## src/rtl/ula_pkg.sv

```systemverilog
// Shared types for the serial ALU: FSM states, function select, mode.
// Imported by ula_fatia4 and ula_serial_nbit.
package ula_pkg;

    typedef enum logic [1:0] {OCIOSO, CALC, PRONTO} estado_t;

    typedef logic [3:0] sel_t;

    localparam logic MODO_ARIT = 1'b0;
    localparam logic MODO_LOG  = 1'b1;

endpackage

```

## src/rtl/ula_fatia4.sv

```systemverilog
// Combinational 4-bit 74181-style slice, time-multiplexed by the top.
// Ports: A, B slices; s select; m mode; cy_in carry in; F result;
//   cy_out carry out (0 in logic mode); cy_msb carry into bit 3 (ULA_OVF_EN).
module ula_fatia4
    import ula_pkg::*;
(
    input  logic [3:0] A,
    input  logic [3:0] B,
    input  sel_t       s,
    input  logic       m,
    input  logic       cy_in,
    output logic [3:0] F,
    output logic       cy_out
`ifdef ULA_OVF_EN
    ,
    output logic       cy_msb
`endif
);

    logic [3:0] p;
    logic [3:0] g;
    logic [4:0] soma;

    assign p = A | (B & {4{s[0]}}) | (~B & {4{s[1]}});
    assign g = (A & B & {4{s[3]}}) | (A & ~B & {4{s[2]}});

    assign soma = {1'b0, p} + {1'b0, g} + {4'b0, cy_in};

    assign F      = (m == MODO_LOG) ? ~(p ^ g) : soma[3:0];
    assign cy_out = (m == MODO_ARIT) & soma[4];

`ifdef ULA_OVF_EN
    // Sum of the low three bits only; its MSB is the carry into bit 3.
    logic [3:0] baixo;
    assign baixo  = {1'b0, p[2:0]} + {1'b0, g[2:0]} + {3'b0, cy_in};
    assign cy_msb = (m == MODO_ARIT) & baixo[3];
`endif

endmodule

```

## src/rtl/ula_serial_nbit.sv

```systemverilog
// Serial WIDTH-bit 74181-style ALU, one 4-bit slice per clock, LSB first.
// Ports: clk, rst (sync, active-high); in_valid/in_ready + a, b, s, m, c_in;
//   out_valid/out_ready + f, c_out, a_eq_b, zero; ovf when ULA_OVF_EN is defined.
module ula_serial_nbit
    import ula_pkg::*;
#(
    parameter int WIDTH = 8
) (
    input  logic             clk,
    input  logic             rst,
    input  logic             in_valid,
    output logic             in_ready,
    input  logic [WIDTH-1:0] a,
    input  logic [WIDTH-1:0] b,
    input  logic [3:0]       s,
    input  logic             m,
    input  logic             c_in,
    output logic             out_valid,
    input  logic             out_ready,
    output logic [WIDTH-1:0] f,
    output logic             c_out,
    output logic             a_eq_b,
    output logic             zero
`ifdef ULA_OVF_EN
    ,
    output logic             ovf
`endif
);

    localparam int NUM_FATIAS = WIDTH / 4;
    localparam int CW = (NUM_FATIAS > 1) ? $clog2(NUM_FATIAS) : 1;
    localparam logic [CW-1:0] ULTIMA = CW'(NUM_FATIAS - 1);

    if ((WIDTH % 4) != 0 || WIDTH < 4) begin : g_largura_invalida
        $error("ula_serial_nbit: WIDTH must be a multiple of 4 and >= 4");
    end

    estado_t          estado_q;
    logic [WIDTH-1:0] a_q, b_q, res_q, res_d;
    sel_t             s_q;
    logic             m_q, cy_q;
    logic [CW-1:0]    cnt_q;
    logic             c_out_q, aeqb_q, zero_q;
    logic             in_ready_q, out_valid_q;

    logic [3:0] a_sl, b_sl, f_sl;
    logic       cy_sl;

    // Route the slice selected by the counter into the shared datapath.
    always_comb begin
        a_sl = '0;
        b_sl = '0;
        for (int i = 0; i < NUM_FATIAS; i++) begin
            if (cnt_q == CW'(i)) begin
                a_sl = a_q[4*i +: 4];
                b_sl = b_q[4*i +: 4];
            end
        end
    end

    // Result with the current slice merged in; zero flag is taken from this.
    always_comb begin
        res_d = res_q;
        for (int i = 0; i < NUM_FATIAS; i++) begin
            if (cnt_q == CW'(i)) begin
                res_d[4*i +: 4] = f_sl;
            end
        end
    end

`ifdef ULA_OVF_EN
    logic cy_msb_sl;
    logic ovf_q;
`endif

    ula_fatia4 u_fatia (
        .A      (a_sl),
        .B      (b_sl),
        .s      (s_q),
        .m      (m_q),
        .cy_in  (cy_q),
        .F      (f_sl),
        .cy_out (cy_sl)
`ifdef ULA_OVF_EN
        ,
        .cy_msb (cy_msb_sl)
`endif
    );

    always_ff @(posedge clk) begin
        if (rst) begin
            estado_q    <= OCIOSO;
            a_q         <= '0;
            b_q         <= '0;
            s_q         <= '0;
            m_q         <= MODO_ARIT;
            cy_q        <= 1'b0;
            cnt_q       <= '0;
            res_q       <= '0;
            c_out_q     <= 1'b0;
            aeqb_q      <= 1'b0;
            zero_q      <= 1'b0;
            in_ready_q  <= 1'b1;
            out_valid_q <= 1'b0;
`ifdef ULA_OVF_EN
            ovf_q       <= 1'b0;
`endif
        end else begin
            unique case (estado_q)
                OCIOSO: begin
                    if (in_valid) begin
                        a_q        <= a;
                        b_q        <= b;
                        s_q        <= s;
                        m_q        <= m;
                        cy_q       <= (m == MODO_ARIT) & c_in;
                        cnt_q      <= '0;
                        in_ready_q <= 1'b0;
                        estado_q   <= CALC;
                    end
                end
                CALC: begin
                    res_q <= res_d;
                    cy_q  <= cy_sl;
                    if (cnt_q == ULTIMA) begin
                        c_out_q     <= cy_sl;
                        aeqb_q      <= (a_q == b_q);
                        zero_q      <= (res_d == '0);
`ifdef ULA_OVF_EN
                        ovf_q       <= cy_msb_sl ^ cy_sl;
`endif
                        out_valid_q <= 1'b1;
                        estado_q    <= PRONTO;
                    end else begin
                        cnt_q <= cnt_q + 1'b1;
                    end
                end
                PRONTO: begin
                    if (out_ready) begin
                        out_valid_q <= 1'b0;
                        in_ready_q  <= 1'b1;
                        estado_q    <= OCIOSO;
                    end
                end
                default: estado_q <= OCIOSO;
            endcase
        end
    end

    assign in_ready  = in_ready_q;
    assign out_valid = out_valid_q;
    assign f         = res_q;
    assign c_out     = c_out_q;
    assign a_eq_b    = aeqb_q;
    assign zero      = zero_q;
`ifdef ULA_OVF_EN
    assign ovf       = ovf_q;
`endif

endmodule

```

## config.mk

```make
export PLATFORM = sky130hd
export DESIGN_NAME = ula_serial_nbit
export DESIGN_NICKNAME = d
export VERILOG_FILES = /design/src/rtl/ula_pkg.sv /design/src/rtl/ula_fatia4.sv /design/src/rtl/ula_serial_nbit.sv
export SDC_FILE = /design/constraint.sdc
export NUM_CORES = 1
export LEC_CHECK = 0
export CAP_MARGIN = 10
export CORE_MARGIN = 2
export CORE_UTILIZATION = 40
export CTS_BUF_LIST = sky130_fd_sc_hd__clkbuf_8
export CTS_CLUSTER_DIAMETER = 100
export CTS_CLUSTER_SIZE = 24
export DETAILED_ROUTE_END_ITERATION = 10
export PLACE_DENSITY = 0.68
export SLEW_MARGIN = 5
export SYNTH_ARGS = -nofsm -noshare
export SYNTH_HDL_FRONTEND = slang
export SYNTH_SLANG_ARGS = --single-unit
```

## constraint.sdc

```tcl
create_clock -name clk -period 7.05 [get_ports clk]
set_input_delay 0.705 -clock clk [delete_from_list [all_inputs] [get_ports clk]]
set_output_delay 0.705 -clock clk [all_outputs]
set_load 0.005 [all_outputs]
```

==> results of run 1 <==
-- cells in the final DEF (no fill, tap or decap), types with 3 or more instances in the layout --
cell	instances
nand2_1	55
dfxtp_1	38
clkdlybuf4s50_1	38
a21oi_1	32
mux2i_1	19
nor2_1	13
xor2_1	8
inv_1	7
clkbuf_8	5
nand2b_1	4
o21ai_0	4
nand3_1	4
ha_1	4
a211oi_1	3
-- final timing paths --
kind | endpoint | slack, ns | from
min reg2reg | f[7] | 0.45 | f[7]
max | zero | 4.15 | cnt_q
min | f[7] | 0.45 | f[7]
max reg2reg | zero | 4.15 | cnt_q
-- power by group through the flow --
stage / logic (mW) / registers (mW) / clock network, mW
floorplan: 0.0682 / 0.242 / 0
global placement: 0.0960 / 0.248 / 0
detailed placement: 0.0969 / 0.248 / 0
CTS: 0.0975 / 0.243 / 0.145
global route: 0.109 / 0.246 / 0.154
finish: 0.0963 / 0.243 / 0.141
-- stage by stage --
stage | setup slack [ns] | util [%] | power (mW) | instance area (sq um)
6_report | 4.15 | 51.0 | 0.480 | 2390
5_1_grt | 3.94 | 51.0 | 0.509 | 2390
4_1_cts | 4.15 | 51.0 | 0.486 | 2390
3_5_place_dp | 4.18 | 49.3 | 0.345 | 2310
3_3_place_gp | 4.24 | 49.3 | 0.344 | 2310
2_1_floorplan | 4.62 | - | 0.311 | 1930
-- layout make-up --
cell class	instances	share of cell area [%]
multi-input cells	174	44.4
flip-flops and latches	38	31.8
repair buffers	40	16.5
clock buffers	5	2.88
well taps	54	2.83
inverters	7	1.10
clock inverters	2	0.419
-- flip-flops by register name, summed over array words and instances, names as in the netlist --
| name | cells |
|---|---|
| estado_q | 2 |
| s_q | 4 |
| cy_q | 1 |
| f | 8 |
| m_q | 1 |
| out_valid | 1 |
| in_ready | 1 |
| b_q | 8 |
| zero | 1 |
| a_eq_b | 1 |
| cnt_q | 1 |
| c_out | 1 |
| a_q | 8 |
-- worst reg2reg max path, stage by stage (launching register included) --
cell	delay (ns)
dfxtp_1	0.72
mux2i_1	0.37
mux2i_1	0.11
or2_2	0.30
fa_1	0.40
inv_1	0.08
fa_1	0.43
o21ai_0	0.17
nand4b_1	0.13
o21ai_2	0.12
-- metal layers --
metal / up-vias / wire length, um / track usage, %
met3: 7 / 170 / 4.53
met4: 0 / 61 / 5.45
li1: 847 / - / -
met2: 32 / 1720 / 25.8
met5: - / 0 / 0
met1: 705 / 1880 / 20.2
-- logic make-up (layout without fill, tap and decap cells) --
logic type	Yosys count	after routing	share of synthesized area, %
simple gates	94	94	23.0
compound gates	46	46	13.4
flops	38	38	39.4
buf+inv	21	54	5.51
mux	19	19	9.86
xor+xnor	9	9	4.09
fa+ha+maj	6	6	4.67
==> metrics.csv, run 1 <==
metric;value;unit
GPL Wtd Cong;0.770;
dpl hpwl;2.81;mm
Critical Path RT;7.28;ns
Max Fclk;345;MHz
net switching power;0.135;mW
CP Launch Type;flip-flop;
fillers;478;
Worst R2R Path Depth;9;
layout cells sized above 1;5.64;%
PwrDens;201;nW/um^2
Clk pwr share;29.3;%
gate count of the mapped netlist;233;
die span in y;73.5;um
Pre-antenna DRT Iters;4;
Setup-failing EPs final;0;
CP Class;flip-flop to flip-flop;
leading area contributor after synthesis;dfxtp_1;
FF+latch area;761;sq um
# IOs;39;
WP data arrival;3.12;ns
grt ovf;0;
sw frac;28.1;%
1st-iter DRT viols;57;
asr flop ratio synth;0;%
Worst-Skew Late Latency;0.29;ns
Fin Setup TNS;0;ns
Final period util;41.1;%
Yosys reg bits;38;
Worst path max stage delay;0.72;ns
Remaining DRCs;0;
Via-to-Cell Ratio;4.97;
WL/cell;12.0;um
starting density of the core;41.1;%
P_leak;0.999;nW
Routed WL;3.83;mm
first-pass GRT wire length;6.65;mm
Reg power frac;50.6;%
H-tree level count;2;
Antenna diodes;0;
Netlist cell types;37;
hold path depth;2;
vias in the first global route;1506;
CTS Hold Bufs;0;
top cells by area, synth;dfxtp_1 (39%), nand2_1 (11%), mux2i_1 (9.9%);
clock transition at the registers of the reported paths;0.07;ns
Critical Path Stages;9;
CTS Buf Count;5;
CTS tree;built;
Mapped Nets;265;
slew at the pin with the worst max-slew slack;0.743;ns
CTS sink count;38;
worst vdd ir;0.0703;mV
post-CTS setup buffer count;0;
register area share after synthesis;39.4;%
non-filler instance count after layout;320;
Clock Skews;0.00649;ns
Final Hold Viols;0;
Port Buf Inserts;38;
yosys warns;0;
initial antenna violation count;0;
CP max FO;14;
dpl cells;313;
Min Hold Slack;0.454;ns
Synth top area share;39.4;%
Longest Clk Path Bufs;2;
die width;73.5;um
All-Layer GR Usage;15.9;%
Root Buffer;clkbuf_8;
status;completed;
Synth Flop Type;dfxtp_1;
Layout Nets;298;
top-count cell post-synth;nand2_1;
Hold Path Class;flip-flop to flip-flop;
synthesis-to-finish area growth;23.9;%
Tmin final;2.90;ns
CP top delay family;adder cells;
number of synthesized flops with an enable pin;0;
row cnt;25;
area of the multi-input gates;1060;sq um
top cells by count, synth;nand2_1 (55), dfxtp_1 (38), a21oi_1 (32);
die area;5390;sq um
largest net degree at the start of global routing;41;
reported max-cap violation count;0;
RSZ-0062 raised after global routing;false;
DRT antenna net count;0;
Setup crit end kind;flip-flop;
syn_area_per_cell;8.28;sq um
vias;1591;
Buf/Inv on CP;1;
slowest cell on the critical path;dfxtp_1;
Post-CTS Resized;0;
Max-slew headroom;50.4;%
max-slew violations;0;
core area;4690;sq um
Comb power frac;20.1;%
CP cell instances;mux2i_1, mux2i_1, or2_2, fa_1, inv_1, fa_1, o21ai_0, nand4b_1, o21ai_2;
Int Power;0.345;mW
synthesized cell area;1930;sq um
Note: power is estimated with default switching activity, not from simulation.
==> run 2, diff against run 1 <==
- clock period: 7.05 -> 2.97 ns (I/O delays scaled with it)
==> metrics.csv, run 2 (synthesized netlist as in run 1, its figures left out) <==
metric;value;unit;change
status;completed;;
Setup-failing EPs final;0;;unchanged
die width;73.5;um;unchanged
Routed WL;4.13;mm;+8.0%
H-tree level count;2;;unchanged
Longest Clk Path Bufs;2;;unchanged
Hold Path Class;flip-flop to flip-flop;;
PwrDens;488;nW/um^2;+140%
Pre-antenna DRT Iters;6;;+2
area of the multi-input gates;1060;sq um;unchanged
worst vdd ir;0.231;mV;+230%
CP Launch Type;flip-flop;;
CP Class;flip-flop to flip-flop;;
Setup crit end kind;flip-flop;;
Final period util;85.1;%;+44 points
Worst R2R Path Depth;8;;-1
Antenna diodes;0;;unchanged
layout cells sized above 1;5.97;%;+0.33 points
slew at the pin with the worst max-slew slack;0.766;ns;+0.0222 ns
largest net degree at the start of global routing;24;;-41%
R2R Setup Slk;0.44;ns;-3.71 ns
Worst Hold End;f[6];;
core area;4690;sq um;unchanged
Max Fclk;396;MHz;+15%
CTS Buf Count;5;;unchanged
DRT antenna net count;0;;unchanged
WL/cell;12.8;um;+7.4%
RSZ-0062 raised after global routing;false;;
row cnt;25;;unchanged
FF+latch area;761;sq um;unchanged
post-CTS setup buffer count;0;;unchanged
most common cell after layout, fill and taps aside;nand2_1;;
r2r startpoint;cnt_q;;
1st-iter DRT viols;73;;+28%
# IOs;39;;unchanged
CTS sink count;38;;unchanged
Port Buf Inserts;38;;unchanged
Fin Setup TNS;0;ns;unchanged
starting density of the core;41.1;%;unchanged
initial antenna violation count;0;;unchanged
CTS Hold Bufs;0;;unchanged
first-pass GRT wire length;7.00;mm;+5.2%
reported max-cap violation count;0;;unchanged
hold path depth;2;;unchanged
Clock Skews;0.00697;ns;+0.000476 ns
All-Layer GR Usage;16.6;%;+0.66 points
fin area;2410;sq um;+0.84%
GPL Wtd Cong;0.824;;+7.1%
Critical Path RT;3.12;ns;-4.16 ns
dpl hpwl;3.10;mm;+10%
P_leak;1.01;nW;+1.4%
Max-slew headroom;48.8;%;-1.6 points
grt ovf;0;;unchanged
Remaining DRCs;0;;unchanged
worst reg2reg endpoint;f[5];;
Post-CTS Resized;0;;unchanged
clock transition at the registers of the reported paths;0.07;ns;about the same
hold_sp;f[6];;
CTS tree;built;;
commonest non-fill, non-tap cells in the layout;nand2_1 (55), dfxtp_1 (38), clkdlybuf4s50_1 (38), a21oi_1 (32), mux2i_1 (19);;
CP max FO;2;;-12
Worst-Skew Late Latency;0.30;ns;about the same
Via-to-Cell Ratio;5.10;;+2.6%
WP data arrival;2.68;ns;-0.44 ns
Placed Area;2320;sq um;+0.32%
Tmin final;2.53;ns;-0.367 ns
synthesis-to-finish area growth;25.0;%;
max-slew violations;0;;unchanged
Root Buffer;clkbuf_8;;
die area;5390;sq um;unchanged
die span in y;73.5;um;unchanged
Final Hold Viols;0;;unchanged
vias;1642;;+3.2%
Layout Nets;299;;+0.34%
fillers;490;;+2.5%
vias in the first global route;1551;;+3.0%
## run 2: worst max path at each step
stage	to	slack [ns]	from	cells past startpoint
6_report	f[5]	0.44	cnt_q	8
5_1_grt	f[5]	0.24	cnt_q	8
4_1_cts	zero	0.42	cnt_q	9
3_5_place_dp	zero	0.43	cnt_q	9
3_3_place_gp	zero	0.52	cnt_q	9
2_1_floorplan	zero	0.54	cnt_q	10
## run 2: report_power, final
part | switching, mW | internal [mW]
registers | 0.0310 | 0.542
logic | 0.120 | 0.122
clock network | 0.179 | 0.184
## run 2: layer usage
layer / GRT usage (%) / routed length (um) / vias up
li1: - / - / 849
met4: 4.44 / 49 / 0
met2: 27.9 / 1920 / 36
met3: 4.94 / 203 / 7
met5: 0 / 0 / -
met1: 20.5 / 1970 / 750
## run 2: final cells by class
class | count | area share [%]
Sequential cell | 38 | 31.6
Clock buffer | 6 | 3.43
Clock inverter | 2 | 0.363
Inverter | 7 | 1.09
Timing Repair Buffer | 41 | 16.7
Tap cell | 54 | 2.80
Multi-Input combinational cell | 174 | 44.1
## run 2: worst max-delay path: stages, from the launching register on
cell	delay, ns
dfxtp_1	0.35
mux2i_1	0.31
mux2i_1	0.11
or2_2	0.31
fa_1	0.43
inv_1	0.09
fa_1	0.42
mux2i_1	0.25
a211oi_1	0.12
## run 2: stage by stage
| step | util, % | setup WS (ns) | hold slack [ns] | power, mW | instances |
|---|---|---|---|---|---|
| 2_1_floorplan | - | 0.536 | 0.433 | 0.737 | 233 |
| 3_3_place_gp | 49.4 | 0.522 | 0.444 | 0.820 | 314 |
| 3_5_place_dp | 49.4 | 0.433 | 0.447 | 0.828 | 314 |
| 4_1_cts | 51.4 | 0.420 | 0.457 | 1.19 | 322 |
| 5_1_grt | 51.4 | 0.241 | 0.475 | 1.24 | 322 |
| 6_report | 51.4 | 0.442 | 0.454 | 1.18 | 322 |
==> run 3, diff against run 2 <==
- CORE_MARGIN: 2 -> default
- CORE_UTILIZATION: 40 -> 33
- CTS_BUF_LIST: sky130_fd_sc_hd__clkbuf_8 -> default
- PLACE_DENSITY: 0.68 -> 0.58
==> metrics.csv, run 3 (synthesized netlist as in run 1, its figures left out) <==
metric;value;unit;change
Layout Nets;300;;+0.33%
vias;1587;;-3.3%
WP data arrival;2.75;ns;+0.07 ns
Pre-antenna DRT Iters;4;;-2
die span in y;78.5;um;+6.8%
die area;6160;sq um;+14%
Worst-Skew Late Latency;0.28;ns;-0.02 ns
Setup-failing EPs final;0;;unchanged
Remaining DRCs;0;;unchanged
CP Class;flip-flop to flip-flop;;
Fin Setup TNS;0;ns;unchanged
Max-slew headroom;50.6;%;+1.8 points
hold_sp;f[4];;
Hold Path Class;flip-flop to flip-flop;;
H-tree level count;2;;unchanged
post-CTS setup buffer count;0;;unchanged
Setup crit end kind;flip-flop;;
PwrDens;471;nW/um^2;-3.5%
CP Launch Type;flip-flop;;
slew at the pin with the worst max-slew slack;0.739;ns;-0.0267 ns
r2r startpoint;cnt_q;;
Min Hold Slack;0.455;ns;+0.000918 ns
starting density of the core;34.6;%;-6.5 points
Final Hold Viols;0;;unchanged
Worst Setup Slack, final;0.440;ns;-0.00144 ns
fillers;581;;+19%
Final period util;85.2;%;about the same
Max Used Layer;met4;;
hold path depth;2;;unchanged
GPL Wtd Cong;0.751;;-8.8%
CP max FO;13;;+11
dpl hpwl;3.10;mm;about the same
Root Buffer;clkbuf_8;;
met1 WL;2.04;mm;+3.9%
Longest Clk Path Bufs;2;;unchanged
Via-to-Cell Ratio;4.67;;-8.5%
CTS sink count;38;;unchanged
# IOs;39;;unchanged
core area;5570;sq um;+19%
max-slew violations;0;;unchanged
Max Fclk;395;MHz;about the same
status;completed;;
All-Layer GR Usage;14.7;%;-1.9 points
WL/cell;11.9;um;-7.3%
reported max-cap violation count;0;;unchanged
Port Buf Inserts;38;;unchanged
RSZ-0062 raised after global routing;false;;
Worst R2R Path Depth;9;;+1
P_leak;1.00;nW;-0.93%
grt ovf;0;;unchanged
1st-iter DRT viols;55;;-25%
CTS Buf Count;5;;unchanged
pre-CTS WS;0.468;ns;+0.0347 ns
met3 routed WL;164;um;-19%
most common cell after layout, fill and taps aside;nand2_1;;
Routed met2 length;1.82;mm;-5.3%
die width;78.5;um;+6.8%
Worst Hold End;f[4];;
Routed WL;4.05;mm;-2.2%
worst reg2reg endpoint;zero;;
row cnt;27;;+8.0%
first-pass GRT wire length;7.13;mm;+1.9%
Critical Path RT;3.19;ns;+0.07 ns
Tmin final;2.53;ns;+0.00144 ns
worst vdd ir;0.259;mV;+12%
CTS tree;built;;
Antenna diodes;0;;unchanged
clock transition at the registers of the reported paths;0.07;ns;about the same
R2R Setup Slk;0.44;ns;about the same
CTS Hold Bufs;0;;unchanged
DRT antenna net count;0;;unchanged
vias in the first global route;1515;;-2.3%
synthesis-to-finish area growth;25.7;%;
largest net degree at the start of global routing;23;;-4.2%
layout cells sized above 1;5.60;%;-0.37 points
Power Total;1.14;mW;-2.9%
Post-CTS Resized;0;;unchanged
final core occ;43.5;%;-7.9 points
commonest non-fill, non-tap cells in the layout;nand2_1 (55), dfxtp_1 (38), clkdlybuf4s50_1 (38), a21oi_1 (32), mux2i_1 (19);;
initial antenna violation count;0;;unchanged
Clock Skews;0.00100;ns;-0.00596 ns
## run 3: worst max-delay path by stage
| stage | from | end | slack, ns | cells after the start |
|---|---|---|---|---|
| floorplan | cnt_q | zero | 0.54 | 10 |
| global placement | cnt_q | zero | 0.52 | 9 |
| detailed placement | cnt_q | zero | 0.47 | 9 |
| CTS | cnt_q | zero | 0.42 | 9 |
| global route | cnt_q | f[7] | 0.20 | 9 |
| finish | cnt_q | zero | 0.44 | 9 |
## run 3: layer usage
metal	up-vias	global-route usage [%]
li1	850	-
met1	702	19.2
met2	33	23.2
met3	2	3.84
met4	0	5.00
met5	-	0
## run 3: worst max-delay path, cell delays in order (launching register included)
cell,delay (ns)
dfxtp_1,0.35
buf_4,0.23
mux2i_1,0.33
mux2i_1,0.22
nand2_1,0.07
ha_1,0.35
a211o_1,0.28
or3_4,0.34
and2_1,0.17
o21ai_2,0.11
## run 3: stage by stage
stage | std cells | instance area (sq um)
after global routing | 340 | 2430
after global placement | 333 | 2350
after detailed placement | 333 | 2350
after floorplan | 233 | 1930
final | 340 | 2430
after CTS | 340 | 2430
## run 3: layout make-up
class,count,area (sq um),area share [%]
inverters,7,26.3,1.08
well taps,72,90.1,3.71
multi-input cells,174,1060,43.8
clock buffers,7,76.3,3.15
flip-flops and latches,38,761,31.4
repair buffers,42,410,16.9
## run 3: power breakdown
part	total [mW]	internal (mW)	switching (mW)
combinational	0.241	0.123	0.117
clock	0.329	0.162	0.168
sequential	0.573	0.542	0.0310
total	1.14	0.827	0.316
